===== src/rtl/id_ex_stage_reg_pkg.sv =====
// Shared constants for the ID->EX pipeline register.
// Control-bit offsets are counted from the bit just above ALUOp.
package id_ex_stage_reg_pkg;

    localparam int DATA_W_DEF  = 32;
    localparam int RADDR_W_DEF = 5;
    localparam int ALUOP_W_DEF = 2;

    // Single-bit control flags stacked above ALUOp
    localparam int CTL_FLAGS   = 7;
    localparam int CTL_ALUSRC   = 0;
    localparam int CTL_REGDST   = 1;
    localparam int CTL_MEMWRITE = 2;
    localparam int CTL_MEMREAD  = 3;
    localparam int CTL_BRANCH   = 4;
    localparam int CTL_MEMTOREG = 5;
    localparam int CTL_REGWRITE = 6;

    function automatic int ctl_w(input int aluop_w);
        return CTL_FLAGS + aluop_w;
    endfunction

endpackage


===== src/rtl/id_ex_stage_reg_skid.sv =====
// Generic valid/ready pipeline register with an optional one-entry skid.
// Reused for the later EX/MEM and MEM/WB stages.
module pipe_skid_buf #(
    parameter int W    = 32,
    parameter int SKID = 1
) (
    input  logic         clk,
    input  logic         rst,
    input  logic         flush,
    input  logic         in_valid,
    output logic         in_ready,
    input  logic [W-1:0] in_data,
    output logic         out_valid,
    input  logic         out_ready,
    output logic [W-1:0] out_data
);

    logic         main_v;
    logic [W-1:0] main_d;
    logic         skid_v;
    logic [W-1:0] skid_d;
    logic         load_main;
    logic         in_fire;

    assign load_main = !main_v || out_ready;
    assign in_fire   = in_valid && in_ready;
    assign out_valid = main_v;
    assign out_data  = main_d;

    always_ff @(posedge clk) begin
        if (rst) begin
            main_v <= 1'b0;
            main_d <= '0;
        end else if (flush) begin
            main_v <= 1'b0;
        end else if (load_main) begin
            // Skid is always the older waiting beat, so it drains first
            if (skid_v) begin
                main_v <= 1'b1;
                main_d <= skid_d;
            end else begin
                main_v <= in_fire;
                if (in_fire)
                    main_d <= in_data;
            end
        end
    end

    generate
        if (SKID != 0) begin : g_skid
            assign in_ready = !skid_v;

            always_ff @(posedge clk) begin
                if (rst) begin
                    skid_v <= 1'b0;
                    skid_d <= '0;
                end else if (flush) begin
                    skid_v <= 1'b0;
                end else if (load_main) begin
                    skid_v <= 1'b0;
                end else if (in_fire) begin
                    skid_v <= 1'b1;
                    skid_d <= in_data;
                end
            end
        end else begin : g_noskid
            assign in_ready = load_main;
            assign skid_v   = 1'b0;
            assign skid_d   = '0;
        end
    endgenerate

endmodule


===== src/rtl/id_ex_stage_reg.sv =====
// ID->EX pipeline register: handshake, optional skid, flush, bubble masking.
// Bubbles force the side-effecting control bits low so EX/MEM never act on stale data.
module id_ex_stage_reg
    import id_ex_stage_reg_pkg::*;
#(
    parameter int DATA_W  = DATA_W_DEF,
    parameter int RADDR_W = RADDR_W_DEF,
    parameter int ALUOP_W = ALUOP_W_DEF,
    parameter int SKID    = 1
) (
    input  logic                         clk,
    input  logic                         rst,
    input  logic                         flush,
    input  logic                         in_valid,
    output logic                         in_ready,
    input  logic [CTL_FLAGS+ALUOP_W-1:0] in_ctrl,
    input  logic [DATA_W-1:0]            in_pc4,
    input  logic [DATA_W-1:0]            in_rs_val,
    input  logic [DATA_W-1:0]            in_rt_val,
    input  logic [DATA_W-1:0]            in_imm,
    input  logic [RADDR_W-1:0]           in_rs,
    input  logic [RADDR_W-1:0]           in_rt,
    input  logic [RADDR_W-1:0]           in_rd,
    output logic                         out_valid,
    input  logic                         out_ready,
    output logic [CTL_FLAGS+ALUOP_W-1:0] out_ctrl,
    output logic [DATA_W-1:0]            out_pc4,
    output logic [DATA_W-1:0]            out_rs_val,
    output logic [DATA_W-1:0]            out_rt_val,
    output logic [DATA_W-1:0]            out_imm,
    output logic [RADDR_W-1:0]           out_rs,
    output logic [RADDR_W-1:0]           out_rt,
    output logic [RADDR_W-1:0]           out_rd
);

    localparam int CTL_W = ctl_w(ALUOP_W);
    localparam int W     = CTL_W + 4 * DATA_W + 3 * RADDR_W;

    logic [W-1:0]     in_pay;
    logic [W-1:0]     out_pay;
    logic [CTL_W-1:0] ctrl_raw;
    logic [CTL_W-1:0] kill;

    assign in_pay = {in_ctrl, in_pc4, in_rs_val, in_rt_val,
                     in_imm, in_rs, in_rt, in_rd};

    pipe_skid_buf #(
        .W    (W),
        .SKID (SKID)
    ) u_buf (
        .clk       (clk),
        .rst       (rst),
        .flush     (flush),
        .in_valid  (in_valid),
        .in_ready  (in_ready),
        .in_data   (in_pay),
        .out_valid (out_valid),
        .out_ready (out_ready),
        .out_data  (out_pay)
    );

    assign {ctrl_raw, out_pc4, out_rs_val, out_rt_val,
            out_imm, out_rs, out_rt, out_rd} = out_pay;

    always_comb begin
        kill = '0;
        kill[ALUOP_W + CTL_REGWRITE] = 1'b1;
        kill[ALUOP_W + CTL_BRANCH]   = 1'b1;
        kill[ALUOP_W + CTL_MEMREAD]  = 1'b1;
        kill[ALUOP_W + CTL_MEMWRITE] = 1'b1;
    end

    assign out_ctrl = out_valid ? ctrl_raw : (ctrl_raw & ~kill);

endmodule


===== config.mk =====
export PLATFORM = sky130hd
export DESIGN_NAME = id_ex_stage_reg
export DESIGN_NICKNAME = d
export VERILOG_FILES = /design/src/rtl/id_ex_stage_reg_pkg.sv /design/src/rtl/id_ex_stage_reg_skid.sv /design/src/rtl/id_ex_stage_reg.sv
export SDC_FILE = /design/constraint.sdc
export NUM_CORES = 1
export LEC_CHECK = 0
export CAP_MARGIN = 40
export CORE_MARGIN = 2
export CORE_UTILIZATION = 45
export CTS_BUF_LIST = sky130_fd_sc_hd__clkbuf_4 sky130_fd_sc_hd__clkbuf_8 sky130_fd_sc_hd__clkbuf_16
export DETAILED_ROUTE_END_ITERATION = 16
export MAX_ROUTING_LAYER = met4
export PLACE_DENSITY = 0.72
export SLEW_MARGIN = 10
export SYNTH_ARGS = -nofsm -noshare
export SYNTH_HDL_FRONTEND = slang
export SYNTH_HIERARCHICAL = 1
export SYNTH_SLANG_ARGS = --single-unit

===== constraint.sdc =====
create_clock -name clk -period 2.95 [get_ports clk]
set_input_delay 0.4425 -clock clk [delete_from_list [all_inputs] [get_ports clk]]
set_output_delay 0.4425 -clock clk [all_outputs]
set_load 0.005 [all_outputs]

Yosys cells after proc, flatten, opt, wreduce, memory -nomap -nowiden. Cells that the tools add are included.

Bits in registers: 306. Output and inout port bits: 154. Bits in writable memories: 0. Word-level logic and storage cells: 19. Memories kept: 0. Latch bits: 0. Bits in read-only memories: 0.

Divide/modulo/power cells: 0. $mul: 0. Muxes and demuxes: 4. Shifts and indexed selects: 0. Magnitude comparators: 0. Add/sub/neg operators: 0. Bitwise logic cells: 2. Equality and inequality tests: 0. Reductions and logical operators: 9.

Operator list (number): 152-bit two-way mux (2); 9-bit two-way mux (1); 3-bit AND reduction (2); 3-bit OR reduction (1); 1-bit logical NOT (2); 1-bit inverter (2); 2-bit nonzero test (1); 2-bit OR reduction (1); 1-bit logical AND (1); 1-bit logical OR (1); 1-bit two-way mux (1).

Depth between registers and ports, before layout.
Depth after elaboration: 4. Gate-level depth with buffers: 7. Depth with buffers taken out: 3.

Cells and area by module. The synthesis kept the hierarchy.

Modules (own cells, without submodules): pipe_skid_buf (seq. area each 6125.9 µm², cells an instance 1362, instances 1, area an instance 14096.0 µm²); id_ex_stage_reg (seq. area each 0.0 µm², cells an instance 4, instances 1, area an instance 25.0 µm²).

Worst setup path before layout. No wires, ideal clock.

Path type: in2reg. Start: input port out_ready. End: register u_buf.skid_d[100]. Arrival: 1.508 ns. Path slack: 1.371 ns. Data required time: 2.878 ns. Stages: 6. Path through: nand2b_1 > nor4b_1 > buf_2 > buf_4 > buf_4 > mux2i_1.

Cells in the longest elaborated chain, start to end: 3.

RTL lines: start: declaration (line id_ex_stage_reg.sv:25) `input logic out_ready,`; 1-bit logical OR (line id_ex_stage_reg_skid.sv:25) `assign load_main = !main_v || out_ready;`; 1-bit inverter (no line); 3-bit AND reduction (no line); end signal: assignment (line id_ex_stage_reg_skid.sv:63) `skid_d <= in_data;`; end: declaration (line id_ex_stage_reg_skid.sv:21) `logic [W-1:0] skid_d;`.

No other way between the ends. A chain may end at the register's enable or synchronous reset.

Final worst setup path.
Start: register u_buf.main_v (netlist: u_buf/out_valid). End: output port out_ctrl[8].

Cells in the longest elaborated chain, start to end: 1.

RTL lines: start: declaration (line id_ex_stage_reg_skid.sv:18) `logic main_v;`; start signal: assignment (line id_ex_stage_reg_skid.sv:42) `main_v <= in_fire;`; 9-bit two-way mux (line id_ex_stage_reg.sv:73) `assign out_ctrl = out_valid ? ctrl_raw : (ctrl_raw & ~kill);`; end: declaration (line id_ex_stage_reg.sv:26) `output logic [CTL_FLAGS+ALUOP_W-1:0] out_ctrl,`.

No other way between the ends.

==> out/qor.csv <==
stage,metric,value,unit
detailed_routing,num_vias,10800,
floorplan,start_util,45.9,%
finish,final_cells,2024,
sta,relSlewSlack,50.3,%
critical_path,start_kind,register,
pwr,peakVddDrop,340,uV
sta,fmax,430,MHz
detailed_routing,routedWlPerCell,17.9,um
floorplan,die_area,32800,um2
floorplan,coreArea,30700,um2
clock_network,htreeDepth,2,
detailed_routing,drt_iter0_markers,515,
sta,setup_viol,0,
critical_path,critical-path-slowest-cell,dfxtp_1,
yosys,yosysUniqueCellTypes,17,
critical_path,cp.required,2.51,ns
detailed_routing,drc_errors,0,
yosys,synth_common_cells,"dfxtp_1 (306), nand2b_1 (305), mux2i_1 (304)",
sta,worstMarginPinSlew,0.745,ns
sta,fin_skew,0.00835,ns
clock_network,hold_buffers,0,
global_route,grt_antenna_before_repair,3,
clock_network,clock_path_buffers,3,
clock_network,cts_setup_buffers,0,
finish,drive_above_1_share,10.5,%
critical_path,arrival,1.88,ns
run_status,status,completed,
critical_path,max_stage_delay,0.60,ns
sta,fin_tns_setup,0,ns
finish,multi_input_area,7340,um2
yosys,yosysMostFrequentCell,dfxtp_1,
clock_network,cts_buffers,34,
detailed_routing,ant_nets,0,
floorplan,dieWidth,181,um
clock_network,clkTransAtPathRegs,0.06,ns
placement,dp_cells,1961,
yosys,synth_flop_cell,dfxtp_1,
sta,slew_violations,0,
critical_path,reg2reg_slack,0.91,ns
critical_path,end_kind,output port,
placement,io_buffer_count,310,
yosys,syn_inst,1366,
global_route,grtUsageTotal,22.0,%
yosys,synth_nets,1523,
yosys,avgSynthCellArea,10.3,um2
yosys,netlist.area_leader.share,43.4,%
global_route,grt_pass1_wl,57900,um
floorplan,die_h,181,um
yosys,yosysSeqAreaShare,43.4,%
floorplan,io_pins,311,
run,cap_violations,0,
detailed_routing,vias_per_cell,5.33,
sta,period_needed,2.32,ns
clock_network,cts-resized-gates,0,
yosys,mappedNetlistArea,14100,um2
placement,dpl.hpwl,22500,um
pwr,powerDensity,540,nW/um2
critical_path,critPathBufInv,1,
min_path,hp-class,reg -> reg,
critical_path,critical_path_class,reg -> out,
critical_path,worst-path-max-fanout,6,
detailed_routing,wl,36300,um
sta,period_share,78.8,%
global_route,grt-ovfl-total,0,
yosys,yosysWarnings,6,
yosys,async_reset_ff_share,0,%
pwr,power_leakage,6.00,nW
clock_network,clock-sinks,306,
global_route,grt_max_degree,104,
sta,rsz0062_at_grt,no,
clock_network,cts_tree,built,
yosys,synth_area_leaders,"dfxtp_1 (43%), mux2i_1 (22%), nand2b_1 (14%)",
clock_network,clk_latency,0.50,ns
yosys,yosys.area.top_type,dfxtp_1,
global_route,grt_pass1_vias,10500,
floorplan,rows,64,
placement,place_congestion,0.762,
detailed_routing,dr.pass1.iters,5,
critical_path,path_delay_family,flip-flops,
yosys,synth_edf_count,0,
clock_network,cts_root_buffer,clkbuf_16,
finish,seqCellArea,6130,um2
finish,num-nets-final,1758,
yosys,synth-seq-cells,306,
critical_path,crit_chain,"and2_1, clkdlybuf4s50_1",
sta,hold_violations,0,
finish,fillers,2584,
finish,syn_to_final_growth,32.1,%
[layout by cell type, fill, tap and decap left out, types with 4 or more instances in the layout]
master | netlist | routed
buf_4 | 12 | 10
clkbuf_16 | 0 | 37
dfxtp_1 | 306 | 305
a211oi_1 | 73 | 73
clkbuf_4 | 0 | 8
clkbuf_8 | 0 | 12
a21oi_1 | 152 | 152
mux2i_1 | 304 | 304
nand2b_1 | 305 | 304
clkdlybuf4s50_1 | 0 | 309
buf_12 | 0 | 15
a211oi_2 | 80 | 80
and2_1 | 5 | 4
[final timing paths]
kind	startpoint	end	depth (start not counted)
min	u_buf/skid_d[67]	u_buf/skid_d[67]	2
max	u_buf/out_valid	out_ctrl[8]	2
max reg2reg	u_buf/out_valid	u_buf/skid_d[68]	5
min reg2reg	u_buf/skid_d[67]	u_buf/skid_d[67]	2
[metrics by stage]
| step | power [W] | utilization (%) | setup slack [ns] | cell area [um2] | hold slack (ns) |
|---|---|---|---|---|---|
| detailed placement | 0.00575 | 56.8 | 0.591 | 17500 | 0.464 |
| CTS | 0.0102 | 60.6 | 0.583 | 18600 | 0.459 |
| global route | 0.0105 | 60.7 | 0.571 | 18700 | 0.479 |
| finish | 0.0101 | 60.7 | 0.625 | 18700 | 0.471 |
| floorplan | 0.00508 | - | 1.37 | 14100 | 0.448 |
| global placement | 0.00573 | 56.8 | 0.648 | 17500 | 0.457 |
[area by class of cell]
class	instances	share of cell area [%]
multi-input cells	923	39.4
flip-flops and latches	306	32.9
repair buffers	335	18.7
clock buffers	57	6.17
well taps	396	2.66
clock inverters	3	0.215
diodes	3	0.0402
inverters	1	0.0201
[cell families (layout without fill, tap and decap cells)]
| logic type | after synthesis | in the layout | synth area share, % |
|---|---|---|---|
| compound gates | 306 | 306 | 16.4 |
| buf+inv | 137 | 396 | 4.78 |
| flops | 306 | 306 | 43.4 |
| mux | 304 | 304 | 21.5 |
| other cells | 0 | 3 | 0 |
| simple gates | 313 | 313 | 13.9 |
[metal layers]
metal / global-route usage, % / wire length, um / vias to the layer above
li1: - / - / 5297
met1: 29.0 / 16700 / 5172
met2: 34.2 / 16800 / 277
met3: 4.74 / 2030 / 52
met4: 5.50 / 702 / 0
met5: - / 0 / -
[registers in the layout (all words and copies together), names as in the netlist]
register	cells
u_buf/skid_v	1
u_buf/skid_d	152
u_buf/out_valid	1
u_buf/out_data	152
[where the power goes]
part	switching [W]	internal, W
Combinational	0.000543	0.000723
Sequential	0.0000996	0.00430
Clock	0.00167	0.00274
[worst min-delay path: cells and delay by family, from the launching register on]
kind	cells	cell delay, ns
flip-flops	1	0.31
AND/OR/NAND/NOR	1	0.06
multiplexers	1	0.05
Power figures use the tool's default switching activity.
